$ cat src/rtl/score_collector.sv
// Collects ten streamed class scores into a parallel array for argmax,
// then latches the argmax digit and holds it under a valid/ack handshake.
module score_collector #(
  parameter int N_SCORES = 10,
  parameter int WIDTH    = 32
) (
  input  logic                               Clk,
  input  logic                               Reset,
  input  logic [WIDTH-1:0]                   in_data,
  input  logic                               in_valid,
  input  logic                               in_last,
  output logic                               in_ready,
  output logic [N_SCORES-1:0][WIDTH-1:0]     scores,
  input  logic [4:0]                         argmax_number,
  output logic [4:0]                         result,
  output logic                               result_valid,
  input  logic                               result_ack,
  output logic                               frame_err
);

  localparam int CW = 4;
  localparam logic [CW-1:0] LAST_IDX = CW'(N_SCORES - 1);

  typedef enum logic [1:0] {
    FILL = 2'd0,
    EVAL = 2'd1,
    HOLD = 2'd2
  } state_e;

  state_e                          state_q, state_d;
  logic [CW-1:0]                   cnt_q, cnt_d;
  logic [N_SCORES-1:0][WIDTH-1:0]  scores_q, scores_d;
  logic [4:0]                      result_q, result_d;
  logic                            rvalid_q, rvalid_d;
  logic                            ferr_q, ferr_d;
  logic                            accept;

  // Ready is a pure function of registered state: no path from in_valid.
  assign in_ready     = (state_q == FILL);
  assign accept       = in_valid && in_ready;
  assign scores       = scores_q;
  assign result       = result_q;
  assign result_valid = rvalid_q;
  assign frame_err    = ferr_q;

  always_comb begin
    state_d  = state_q;
    cnt_d    = cnt_q;
    scores_d = scores_q;
    result_d = result_q;
    rvalid_d = rvalid_q;
    ferr_d   = 1'b0;
    unique case (state_q)
      FILL: begin
        rvalid_d = 1'b0;
        if (accept) begin
          for (int i = 0; i < N_SCORES; i++) begin
            if (cnt_q == CW'(i)) scores_d[i] = in_data;
          end
          if (cnt_q == LAST_IDX) begin
            cnt_d = '0;
            if (in_last) state_d = EVAL;
            else         ferr_d  = 1'b1;
          end else if (in_last) begin
            cnt_d  = '0;
            ferr_d = 1'b1;
          end else begin
            cnt_d = cnt_q + CW'(1);
          end
        end
      end
      EVAL: begin
        // Scores have been frozen a full cycle; argmax has settled.
        result_d = argmax_number;
        rvalid_d = 1'b1;
        state_d  = HOLD;
      end
      HOLD: begin
        if (result_ack) begin
          rvalid_d = 1'b0;
          state_d  = FILL;
        end
      end
      default: begin
        state_d  = FILL;
        cnt_d    = '0;
        rvalid_d = 1'b0;
      end
    endcase
  end

  always_ff @(posedge Clk or posedge Reset) begin
    if (Reset) begin
      state_q  <= FILL;
      cnt_q    <= '0;
      scores_q <= '0;
      result_q <= '0;
      rvalid_q <= 1'b0;
      ferr_q   <= 1'b0;
    end else begin
      state_q  <= state_d;
      cnt_q    <= cnt_d;
      scores_q <= scores_d;
      result_q <= result_d;
      rvalid_q <= rvalid_d;
      ferr_q   <= ferr_d;
    end
  end

endmodule

$ cat config.mk
export PLATFORM = sky130hd
export DESIGN_NAME = score_collector
export DESIGN_NICKNAME = d
export VERILOG_FILES = /design/src/rtl/score_collector.sv
export SDC_FILE = /design/constraint.sdc
export NUM_CORES = 1
export LEC_CHECK = 0
export CORE_MARGIN = 2
export CORE_UTILIZATION = 30
export CTS_CLUSTER_DIAMETER = 60
export CTS_CLUSTER_SIZE = 10
export DETAILED_ROUTE_END_ITERATION = 7
export PLACE_DENSITY = 0.59
export REMOVE_ABC_BUFFERS = 1
export SLEW_MARGIN = 20
export SYNTH_ARGS = -nofsm -noshare
export SYNTH_HDL_FRONTEND = slang
export SYNTH_SLANG_ARGS = --single-unit
$ cat constraint.sdc
create_clock -name Clk -period 11.6 [get_ports Clk]
set_clock_uncertainty 0.1 [all_clocks]
set_input_delay 1.74 -clock Clk [delete_from_list [all_inputs] [get_ports Clk]]
set_output_delay 1.74 -clock Clk [all_outputs]
set_load 0.03 [all_outputs]
* After elaboration in Yosys (flattened, before gate mapping) *
Index checks and enable logic that the tools add are counted.

word-level totals
  bits in latches = 0
  register bits after elaboration = 333
  output and inout port bits = 328
  bits of input ports = 42
  ROM bits = 0
  memories = 0
  RAM bits = 0

operators by class
  add/sub/neg operators = 1
  shift-type cells = 0
  $mul = 0
  $lt $le $gt $ge = 0
  equality and inequality tests = 15
  bitwise gates (word level) = 1
  reductions and logical operators = 16
  mux-type cells = 16
  div/mod/pow operators = 0

operator list
  operator                                                                 count
  3-bit AND reduction                                                      10
  4-bit by 3-bit equality test with 1-bit output, second input constant    4
  4-bit two-way mux                                                        3
  4-bit by 2-bit equality test with 1-bit output, second input constant    2
  4-bit equality test, second input constant                               2
  2-bit two-way mux                                                        4
  4-bit case mux with 2 select lines                                       1
  1-bit two-way mux                                                        6
  2-bit case mux with 3 select lines                                       1
  4-bit by 1-bit adder with 4-bit output, second input constant            1
  4-bit by 1-bit equality test with 1-bit output, second input constant    1
  4-bit zero test                                                          1
  2-bit by 1-bit inequality test with 1-bit output, second input constant  2
  2-bit inequality test, second input constant                             2
  4-bit AND reduction                                                      1
  2-bit by 1-bit equality test with 1-bit output, second input constant    1
  2-bit equality test, second input constant                               1
  2-bit zero test                                                          1
  1-bit case mux with 2 select lines                                       1
  2-bit AND reduction                                                      1
  2-bit OR reduction                                                       1
  1-bit logical AND                                                        1
  1-bit NOT                                                                1

* Depth between registers and ports, before layout *
Gate-level depths: netlist (run 1).

  word-level depth = 5
  mapped depth = 8
  gate-level depth less buffers = 6

* Worst setup path after synthesis (run 1) *
No wires, ideal clock.

  path type = in2reg
  start = input port in_valid
  end = register scores_q (netlist bit scores[307])
  cell stages on the path = 6
  data arrival time = 2.795 ns
  slack = 8.581 ns
  required time = 11.375 ns
  cells stage by stage = and2_1 -> buf_4 -> nand2_2 -> nor3_4 -> buf_6 -> mux2_2

between the ends
  word-level cells in the longest chain between the ends = 2

RTL lines
  what                           line  source
  from (decl)                    10    input logic in_valid,
  1-bit logical AND              40    assign accept = in_valid && in_ready;
  3-bit AND reduction (no line)  --
  to (signal assigned)           103   scores_q <= scores_d;
  to (decl)                      32    logic [N_SCORES-1:0][WIDTH-1:0] scores_q, scores_d;

No other way between the ends.
A chain may end at the register's enable or synchronous reset.

* Final worst setup path (run 1) *
  start = input port in_valid
  end = register scores_q (netlist bit scores[316])

Same word-level chain as after synthesis.

==> metrics, run 1 <==
outcome completed; Fin Setup TNS 0 ps; clock transition at the registers of the reported paths 50 ps; CTS Sinks 333; Gate Count Post-Synth 781; Die Area 44140 um2; Clock power frac 0.202; clock buffer count from CTS 41; # rows 75; Area Growth Syn to Fin 42.36%; drt wl/cell 22.21 um; DP HPWL 23860 um; die height 210.1 um; routed vias/inst 4.646; Worst EP arrival between 4000 and 5000 ps; mapped cell area between 10000 and 15000 um2; Port Buf Inserts 369; filler cell count 3830; DRC 0; first-pass GRT wire length 55590 um; Reg2Reg Depth 7; min-delay worst type reg -> reg; Die W 210.1 um; vias in the first global route 8217; fin crit share 0.3581; RSZ-0062 raised after global routing no; distinct cell type count after synthesis 35; initial DRC count 334; Metal-1 WL approximately 17000 um; DR WL met2 around 18000 um; total global routing overflow 0; crit end category register; Max-slew headroom 0.3166; Clock Tree Buf Depth 3; num ports 370; Hold-fix buffers, CTS 0; layout cells sized above 1 0.3391; Clock Latency Late Sink 540 ps; CTS tree yes; top cell type's share of synthesized area 0.6539; post-cts resize count 0; pwr/cell area ~330 nW/um2; antenna cells 0; Max Freq 240.7 MHz; GP Congestion 0.7111; Final ANT Viol Nets 0; critical path peak fanout 19; Comb pwr share 0.477; Fin. Hold Viols 0; Final min period 4154 ps; max-slew violation count 0; internal power 3.641 mW; final-report setup violation count 0; Max Used Layer met4; CP required approximately 12000 ps; gr usage total 0.1697; commonest non-fill, non-tap cells in the layout 369 x clkdlybuf4s50_1, 333 x dfrtp_1, 316 x mux2_2; Initial Utilization 0.3038; largest net degree at the start of global routing 163; register area share after synthesis 0.6539; yosys warns 0; Max-Cap Viols 0; vias about 8k; antenna violations before repair 0; Syn Area/Cell 16.32 um2; P_leak 8.046 nW; critical setup path kind in -> reg; Root Driver clkbuf_16; commonest non-fill, non-tap cell in the layout clkdlybuf4s50_1; # nets final 1189; core area 41950 um2; largest area contributor in the netlist dfrtp_1; largest cells by area after synthesis dfrtp_1 65%, mux2_2 28%, mux2_1 0.97%, buf_1 0.94%, buf_4 0.82%; NetSw 2.308 mW; Switching Share 0.3880; DR WL met3 2700 um; actual slew at the worst max-slew pin 1023 ps; worst hold path cell count 1; H-tree levels 2; DRT Pass-1 Iters 4; Setup crit start kind input pin; sequential share of power 0.321; #FFs+latches synth 333; final core utilization 0.4325; drt total wl 37510 um; Setup Buffers After CTS 0; VDD IR max 0.1512 mV
[flip-flops by register name, summed over array words and instances (netlist names)]
signal	flops
cnt_q	4
frame_err	1
result	5
result_valid	1
scores	320
state_q	2
[synthesized netlist by cell type, drive strengths merged]
cell and instances:
a211o 1, a21o 2, a21oi 2, a22oi 1, and2 1, and2b 1, and3 1, buf 64
clkbuf 1, dfrtp 333, ha 7, inv 7, mux2 327, nand2 9, nand2b 1, nand3 4
nand4 2, nand4b 1, nor2 7, nor2b 1, nor3 2, nor3b 1, nor4b 1, nor4bb 1
o21ai 1, o22a 1, xor2 1
[stage by stage]
stage	total power [mW]	setup slack (ps)	hold slack, ps	cells	instance area, um2
after floorplan	3.485	535.2	389.0	716	12410
after global placement	4.763	6945	369.5	1636	16930
after detailed placement	4.791	6869	373.8	1636	16930
after CTS	6.031	7456	385.8	1689	18140
after global routing	6.215	7264	395.4	1689	18140
final	5.949	7446	382.8	1689	18140
[routing by layer]
metal / global-route usage / vias to the layer above
met3: 0.05289 / 48
met1: 0.2249 / 4136
met5: 0 / -
met4: 0.04916 / 0
li1: - / 3419
met2: 0.2679 / 244
[critical path, stage by stage]
cell and delay, ps:
clkdlybuf4s50_1 520, and2_1 400, nand2_2 160, nor3_4 760, buf_4 490, mux2_2 380
[layout make-up]
class	count	area, um2	area share
clock buffers	47	1101	0.06069
clock inverters	6	112.6	0.006207
inverters	7	33.78	0.001862
multi-input cells	376	4090	0.2255
flip-flops and latches	333	8333	0.4593
well taps	539	674.4	0.03718
repair buffers	381	3796	0.2093
[path summary, 6_finish.rpt]
path | from | endpoint | slack [ps]
setup / recovery | in_valid | scores[316]$_DFFE_PP0P_ | 7450
hold / removal | scores[250]$_DFFE_PP0P_ | scores[250]$_DFFE_PP0P_ | 380
setup reg to reg | state_q[0]$_DFFE_PP0P_ | scores[316]$_DFFE_PP0P_ | 8350
hold reg to reg | scores[250]$_DFFE_PP0P_ | scores[250]$_DFFE_PP0P_ | 380
max in group asynchronous | Reset | scores[130]$_DFFE_PP0P_ | 8310
min in group asynchronous | Reset | result[2]$_DFFE_PP0P_ | 1610
[cells by family (layout without fill, tap and decap cells)]
| family | after synthesis | count (layout) | share of synthesized area |
|---|---|---|---|
| flops | 333 | 333 | 0.6539 |
| buf+inv | 72 | 441 | 0.02857 |
| fa+ha+maj | 7 | 7 | 0.006873 |
| xor+xnor | 1 | 1 | 0.0006874 |
| simple gates | 33 | 33 | 0.01669 |
| compound gates | 8 | 8 | 0.004320 |
| mux | 327 | 327 | 0.2890 |
[power by group through the flow]
stage	Sequential, mW	Combinational (mW)	Clock (mW)
final	1.91	2.84	1.20
after global routing	1.97	2.96	1.29
after CTS	1.91	2.88	1.24
after detailed placement	1.93	2.87	0
after global placement	1.91	2.85	0
after floorplan	2.87	0.619	0
Power figures use the tool's default switching activity.
==> run 2, diff against run 1 <==
PLACE_DENSITY = 0.57   (was 0.59)
clock period = 3.9 ns   (was 11.6 ns; I/O delays follow)
==> run 2 against run 1 <==
Compared with the run above: final cell count increased by 0.83%; die area unchanged; cell area increased by 1.1%; sequential power increased to 3.0 times the previous value; non-clock buffer count increased by 12; critical endpoint is now scores[287]$_DFFE_PP0P_; largest cell class unchanged; critical path depth unchanged.
==> metrics, run 2 (synthesis results as in run 1) <==
Die W 210.1 um (unchanged); Area Growth Syn to Fin 43.89% (was 42.36%); layout cells sized above 1 0.3479 (was 0.3391); Initial Utilization 0.3038 (unchanged); sequential share of power 0.321 (about the same); vias in the first global route 8380 (was 8217); Max-Cap Viols 0 (unchanged); total global routing overflow 0 (unchanged); Post-Layout Inst Area 18340 um2 (was 18140 um2); critical setup path kind reg -> reg (was in -> reg); NetSw 6.856 mW (was 2.308 mW); Port Buf Inserts 369 (unchanged); P_leak 8.146 nW (was 8.046 nW); Area after DPL 17080 um2 (was 16930 um2); num ports 370 (unchanged); DRT Pass-1 Iters 4 (unchanged); Final min period 2780 ps; CTS tree yes (unchanged); Final Non-Filler Cells 1703 (was 1689); Setup Buffers After CTS 0 (unchanged); Cell Chain, Critical Path inv_1 -> ha_1 -> and2_1 -> nand3_2 -> buf_4 -> mux2_2 (was clkdlybuf4s50_1 -> and2_1 -> nand2_2 -> nor3_4 -> buf_4 -> mux2_2); Clock Tree Buf Depth 3 (unchanged); actual slew at the worst max-slew pin 819.4 ps (was 1023 ps); pwr/cell area 969.5 nW/um2 (was 327.9 nW/um2); clock buffer count from CTS 41 (unchanged); GP Congestion 0.7259 (was 0.7111); commonest non-fill, non-tap cell in the layout clkdlybuf4s50_1 (unchanged); Max-slew headroom 0.4527 (was 0.3166); Die Area 44140 um2 (unchanged); Worst path slowest cell nand3_2 (was nor3_4); Comb pwr share 0.474 (was 0.477); internal power 10.92 mW (was 3.641 mW); Root Driver clkbuf_16 (unchanged); first-pass GRT wire length 55340 um (was 55590 um); die height 210.1 um (unchanged); Final ANT Viol Nets 0 (unchanged); Clock power frac 0.205 (was 0.202); final-report setup violation count 0 (unchanged); crit end category register (unchanged); vias 7889 (was 7847); placed instance count 1648 (was 1636); # nets final 1201 (was 1189); largest net degree at the start of global routing 83 (was 163); CP required 4220 ps (was 11930 ps); core area 41950 um2 (unchanged); routed vias/inst 4.632 (was 4.646); Setup crit start kind register (was input pin); CTS Sinks 333 (unchanged); outcome completed (unchanged); critical path peak fanout 17 (was 19); fin crit share 0.7129; max-slew violation count 0 (unchanged); clock transition at the registers of the reported paths 50 ps (about the same); DRC 0 (unchanged); gr usage total 0.1661 (was 0.1697); Switching Share 0.3857 (was 0.3880); post-cts resize count 0 (unchanged); VDD IR max 0.4221 mV (was 0.1512 mV); Fin Setup TNS 0 ps (unchanged); min-delay worst type reg -> reg (unchanged); crit-path max cell delay 580 ps (was 760 ps); Clock Latency Late Sink 540 ps (about the same); Hold-fix buffers, CTS 0 (unchanged); RSZ-0062 raised after global routing no (unchanged); PnR Total Power 17.78 mW (was 5.949 mW); max reg flops 320 (unchanged); drt total wl 36600 um (was 37510 um); initial DRC count 256 (was 334); Worst EP arrival 3100 ps (was 4480 ps); antenna cells 0 (unchanged); DP HPWL 25370 um (was 23860 um); Fin. Hold Viols 0 (unchanged); drt wl/cell 21.49 um (was 22.21 um); worst hold slack 382.2 ps (was 382.8 ps); commonest non-fill, non-tap cells in the layout 369 x clkdlybuf4s50_1, 333 x dfrtp_1, 316 x mux2_2 (unchanged); # rows 75 (unchanged); antenna violations before repair 0 (unchanged); H-tree levels 2 (unchanged); Max Freq around 360 MHz
[run 2: cell types whose count changed in the layout (fill, tap and decap cells not counted), sizes merged]
cell    delta
buf       +12
clkbuf     +3
inv        -1
[run 2: path summary, 6_finish.rpt]
check / start / endpoint / slack (ps) / depth (start not counted)
max: state_q[1]$_DFFE_PP0P_ / scores[287]$_DFFE_PP0P_ / 1120 / 6
min: scores[246]$_DFFE_PP0P_ / scores[246]$_DFFE_PP0P_ / 380 / 1
max reg2reg: state_q[1]$_DFFE_PP0P_ / scores[287]$_DFFE_PP0P_ / 1120 / 6
min reg2reg: scores[246]$_DFFE_PP0P_ / scores[246]$_DFFE_PP0P_ / 380 / 1
max in group asynchronous: Reset / scores[79]$_DFFE_PP0P_ / 2470 / 3
min in group asynchronous: Reset / scores[216]$_DFFE_PP0P_ / 450 / 2
[run 2: layout make-up]
class / count / area (um2)
inverters: 7 / 33.78
clock inverters: 5 / 103.9
multi-input cells: 376 / 4090
fillers: 3793 / 23610
flip-flops and latches: 333 / 8333
clock buffers: 50 / 1152
repair buffers: 393 / 3949
well taps: 539 / 674.4
[run 2: power groups by stage]
stage	sequential [mW]	combinational, mW	clock [mW]
2_1_floorplan	8.52	1.84	0
3_3_place_gp	5.70	8.48	0
3_5_place_dp	5.75	8.52	0
4_1_cts	5.71	8.54	3.78
5_1_grt	5.88	8.78	3.89
6_report	5.70	8.43	3.65
[run 2: metal layers]
layer,vias up,global-route usage,share of wire
li1,3457,-,-
met1,4127,0.2114,0.43
met2,238,0.2681,0.47
met3,67,0.05215,0.069
met4,0,0.05698,0.026
met5,-,0,0
[run 2: metrics by stage]
step / util / setup slack (ps)
finish: 0.4371 / 1120
global route: 0.4371 / 842.7
CTS: 0.4371 / 1046
detailed placement: 0.4072 / 743.8
global placement: 0.4072 / 777.8
floorplan: - / -6010
[run 2: worst max-delay path: cells and delay by family (launching register included)]
family	cells	cell delay [ps]
buffers and inverters	2	530
and+or+nand+nor	2	1020
DFF	1	400
muxes	1	300
adders and majority gates	1	290
==> run 3, diff against run 2 <==
clock period = 2.75 ns   (was 3.9 ns; I/O delays follow)
==> run 3 against run 2 <==
Compared with the run above: wire length increased by 0.93%; sequential power up 42%; highest routed layer unchanged; total power is 39% higher; sequential cell count stayed put.
==> metrics, run 3 (synthesis results as in run 1) <==
outcome completed (unchanged); placed instance count 1658 (was 1648); # rows 75 (unchanged); drt wl/cell 21.61 um (was 21.49 um); first-pass GRT wire length 55660 um (was 55340 um); internal power 15.11 mW (was 10.92 mW); clock buffer count from CTS 40 (was 41); initial DRC count 314 (was 256); final-report setup violation count 0 (unchanged); crit end category primary output (was register); Die Area 44140 um2 (unchanged); fin crit share 0.9358; Worst EP arrival 2060 ps (was 3100 ps); FF/Latch Area 8333 um2 (unchanged); Area Growth Syn to Fin 44.30% (was 43.89%); Setup crit start kind register (unchanged); post-cts resize count 0 (unchanged); routed vias/inst 4.647 (was 4.632); DP HPWL 25580 um (was 25370 um); NetSw 9.635 mW (was 6.856 mW); CP required 2240 ps (was 4220 ps); commonest non-fill, non-tap cells in the layout 369 x clkdlybuf4s50_1, 333 x dfrtp_1, 316 x mux2_2 (unchanged); Hold-fix buffers, CTS 0 (unchanged); Clock power frac 0.187 (was 0.205); Switching Share 0.3894 (was 0.3857); R2R Setup Slk 500 ps (was 1120 ps); gr usage total 0.1682 (was 0.1661); drt total wl 36940 um (was 36600 um); Max Freq 388.6 MHz; DRT Pass-1 Iters 4 (unchanged); max-slew violation count 0 (unchanged); CTS tree yes (unchanged); clock transition at the registers of the reported paths 50 ps (about the same); actual slew at the worst max-slew pin 535.6 ps (was 819.4 ps); Fin. Hold Viols 0 (unchanged); layout cells sized above 1 0.3487 (was 0.3479); RSZ-0062 raised after global routing no (unchanged); worst flop-to-flop path startpoint state_q[0]$_DFFE_PP0P_ (was state_q[1]$_DFFE_PP0P_); Final ANT Viol Nets 0 (unchanged); filler cell count 3782 (was 3793); P_leak 8.153 nW (was 8.146 nW); core area 41950 um2 (unchanged); min-delay worst type in -> async (was reg -> reg); H-tree levels 2 (unchanged); commonest non-fill, non-tap cell in the layout clkdlybuf4s50_1 (unchanged); # nets final 1210 (was 1201); vias 7941 (was 7889); pwr/cell area 1346 nW/um2 (was 969.5 nW/um2); Clock Latency Late Sink 540 ps (about the same); worst hold slack 226.6 ps (was 382.2 ps); Comb pwr share 0.486 (was 0.474); Setup Buffers After CTS 0 (unchanged); VDD IR max 0.6753 mV (was 0.4221 mV); total global routing overflow 0 (unchanged); Final min period 2573 ps; DRC 0 (unchanged); vias in the first global route 8530 (was 8380); CTS Sinks 333 (unchanged); Multi-input gate area 4090 um2 (unchanged); Die W 210.1 um (unchanged); final core utilization 0.4384 (was 0.4371); max reg flops 320 (unchanged); Reg2Reg Depth 7 (was 6); r2r endpoint scores[315]$_DFFE_PP0P_ (was scores[287]$_DFFE_PP0P_); Final Non-Filler Cells 1709 (was 1703); critical setup path kind reg -> out (was reg -> reg); Max-Cap Viols 0 (unchanged); antenna cells 0 (unchanged); Max-slew headroom 0.6418 (was 0.4527); critical path peak fanout 7 (was 17); antenna violations before repair 1 (was 0); num ports 370 (unchanged); largest net degree at the start of global routing 62 (was 83); GP Congestion 0.7287 (was 0.7259); Port Buf Inserts 369 (unchanged); sequential share of power 0.327 (was 0.321); Initial Utilization 0.3038 (unchanged); Root Driver clkbuf_16 (unchanged); Clock Tree Buf Depth 3 (unchanged); die height 210.1 um (unchanged)
## run 3: worst max path at each step
| stage | from | end | slack (ps) |
|---|---|---|---|
| 6_report | state_q[0]$_DFFE_PP0P_ | in_ready | 180 |
| 5_1_grt | state_q[0]$_DFFE_PP0P_ | in_ready | 50 |
| 4_1_cts | state_q[0]$_DFFE_PP0P_ | in_ready | 120 |
| 3_5_place_dp | in_valid | scores[305]$_DFFE_PP0P_ | 380 |
| 3_3_place_gp | in_valid | scores[296]$_DFFE_PP0P_ | 400 |
| 2_1_floorplan | Reset | cnt_q[0]$_DFFE_PP0P_ | -6990 |
## run 3: per-layer routing
metal,vias up,global-route usage,wire (um)
li1,3471,-,-
met1,4168,0.2137,15870
met2,241,0.2712,17460
met3,61,0.05080,2516
met4,0,0.06236,1099
met5,-,0,0
## run 3: stage by stage
stage | area (um2) | setup slack [ps] | total power, mW | setup TNS [ps]
2_1_floorplan | 12410 | -6987 | 14.70 | -2334730
3_3_place_gp | 17290 | 403.5 | 20.18 | 0
3_5_place_dp | 17290 | 381.8 | 20.30 | 0
4_1_cts | 18390 | 115.2 | 25.11 | 0
5_1_grt | 18390 | 51.13 | 25.89 | 0
6_report | 18390 | 176.6 | 24.74 | 0
## run 3: layout make-up
type | instances | area share
sequential | 333 | 0.4532
timing repair buffer | 403 | 0.2263
multi-input combinational | 376 | 0.2224
clock buffer | 49 | 0.05906
tap | 539 | 0.03667
inverter | 7 | 0.001837
clock inverter | 2 | 0.0005443
## run 3: worst max-delay path, cell delays in order (launching register included)
cell and delay (ps):
dfrtp_1 390, inv_1 90, ha_1 300, clkdlybuf4s50_1 740
## run 3: power by group through the flow
stage	Combinational [mW]	Sequential [mW]	Clock [mW]
3_5_place_dp	12.1	8.16	0
5_1_grt	12.5	8.36	5.00
6_report	12.0	8.08	4.63
3_3_place_gp	12.1	8.09	0
4_1_cts	12.2	8.11	4.81
2_1_floorplan	2.61	12.1	0
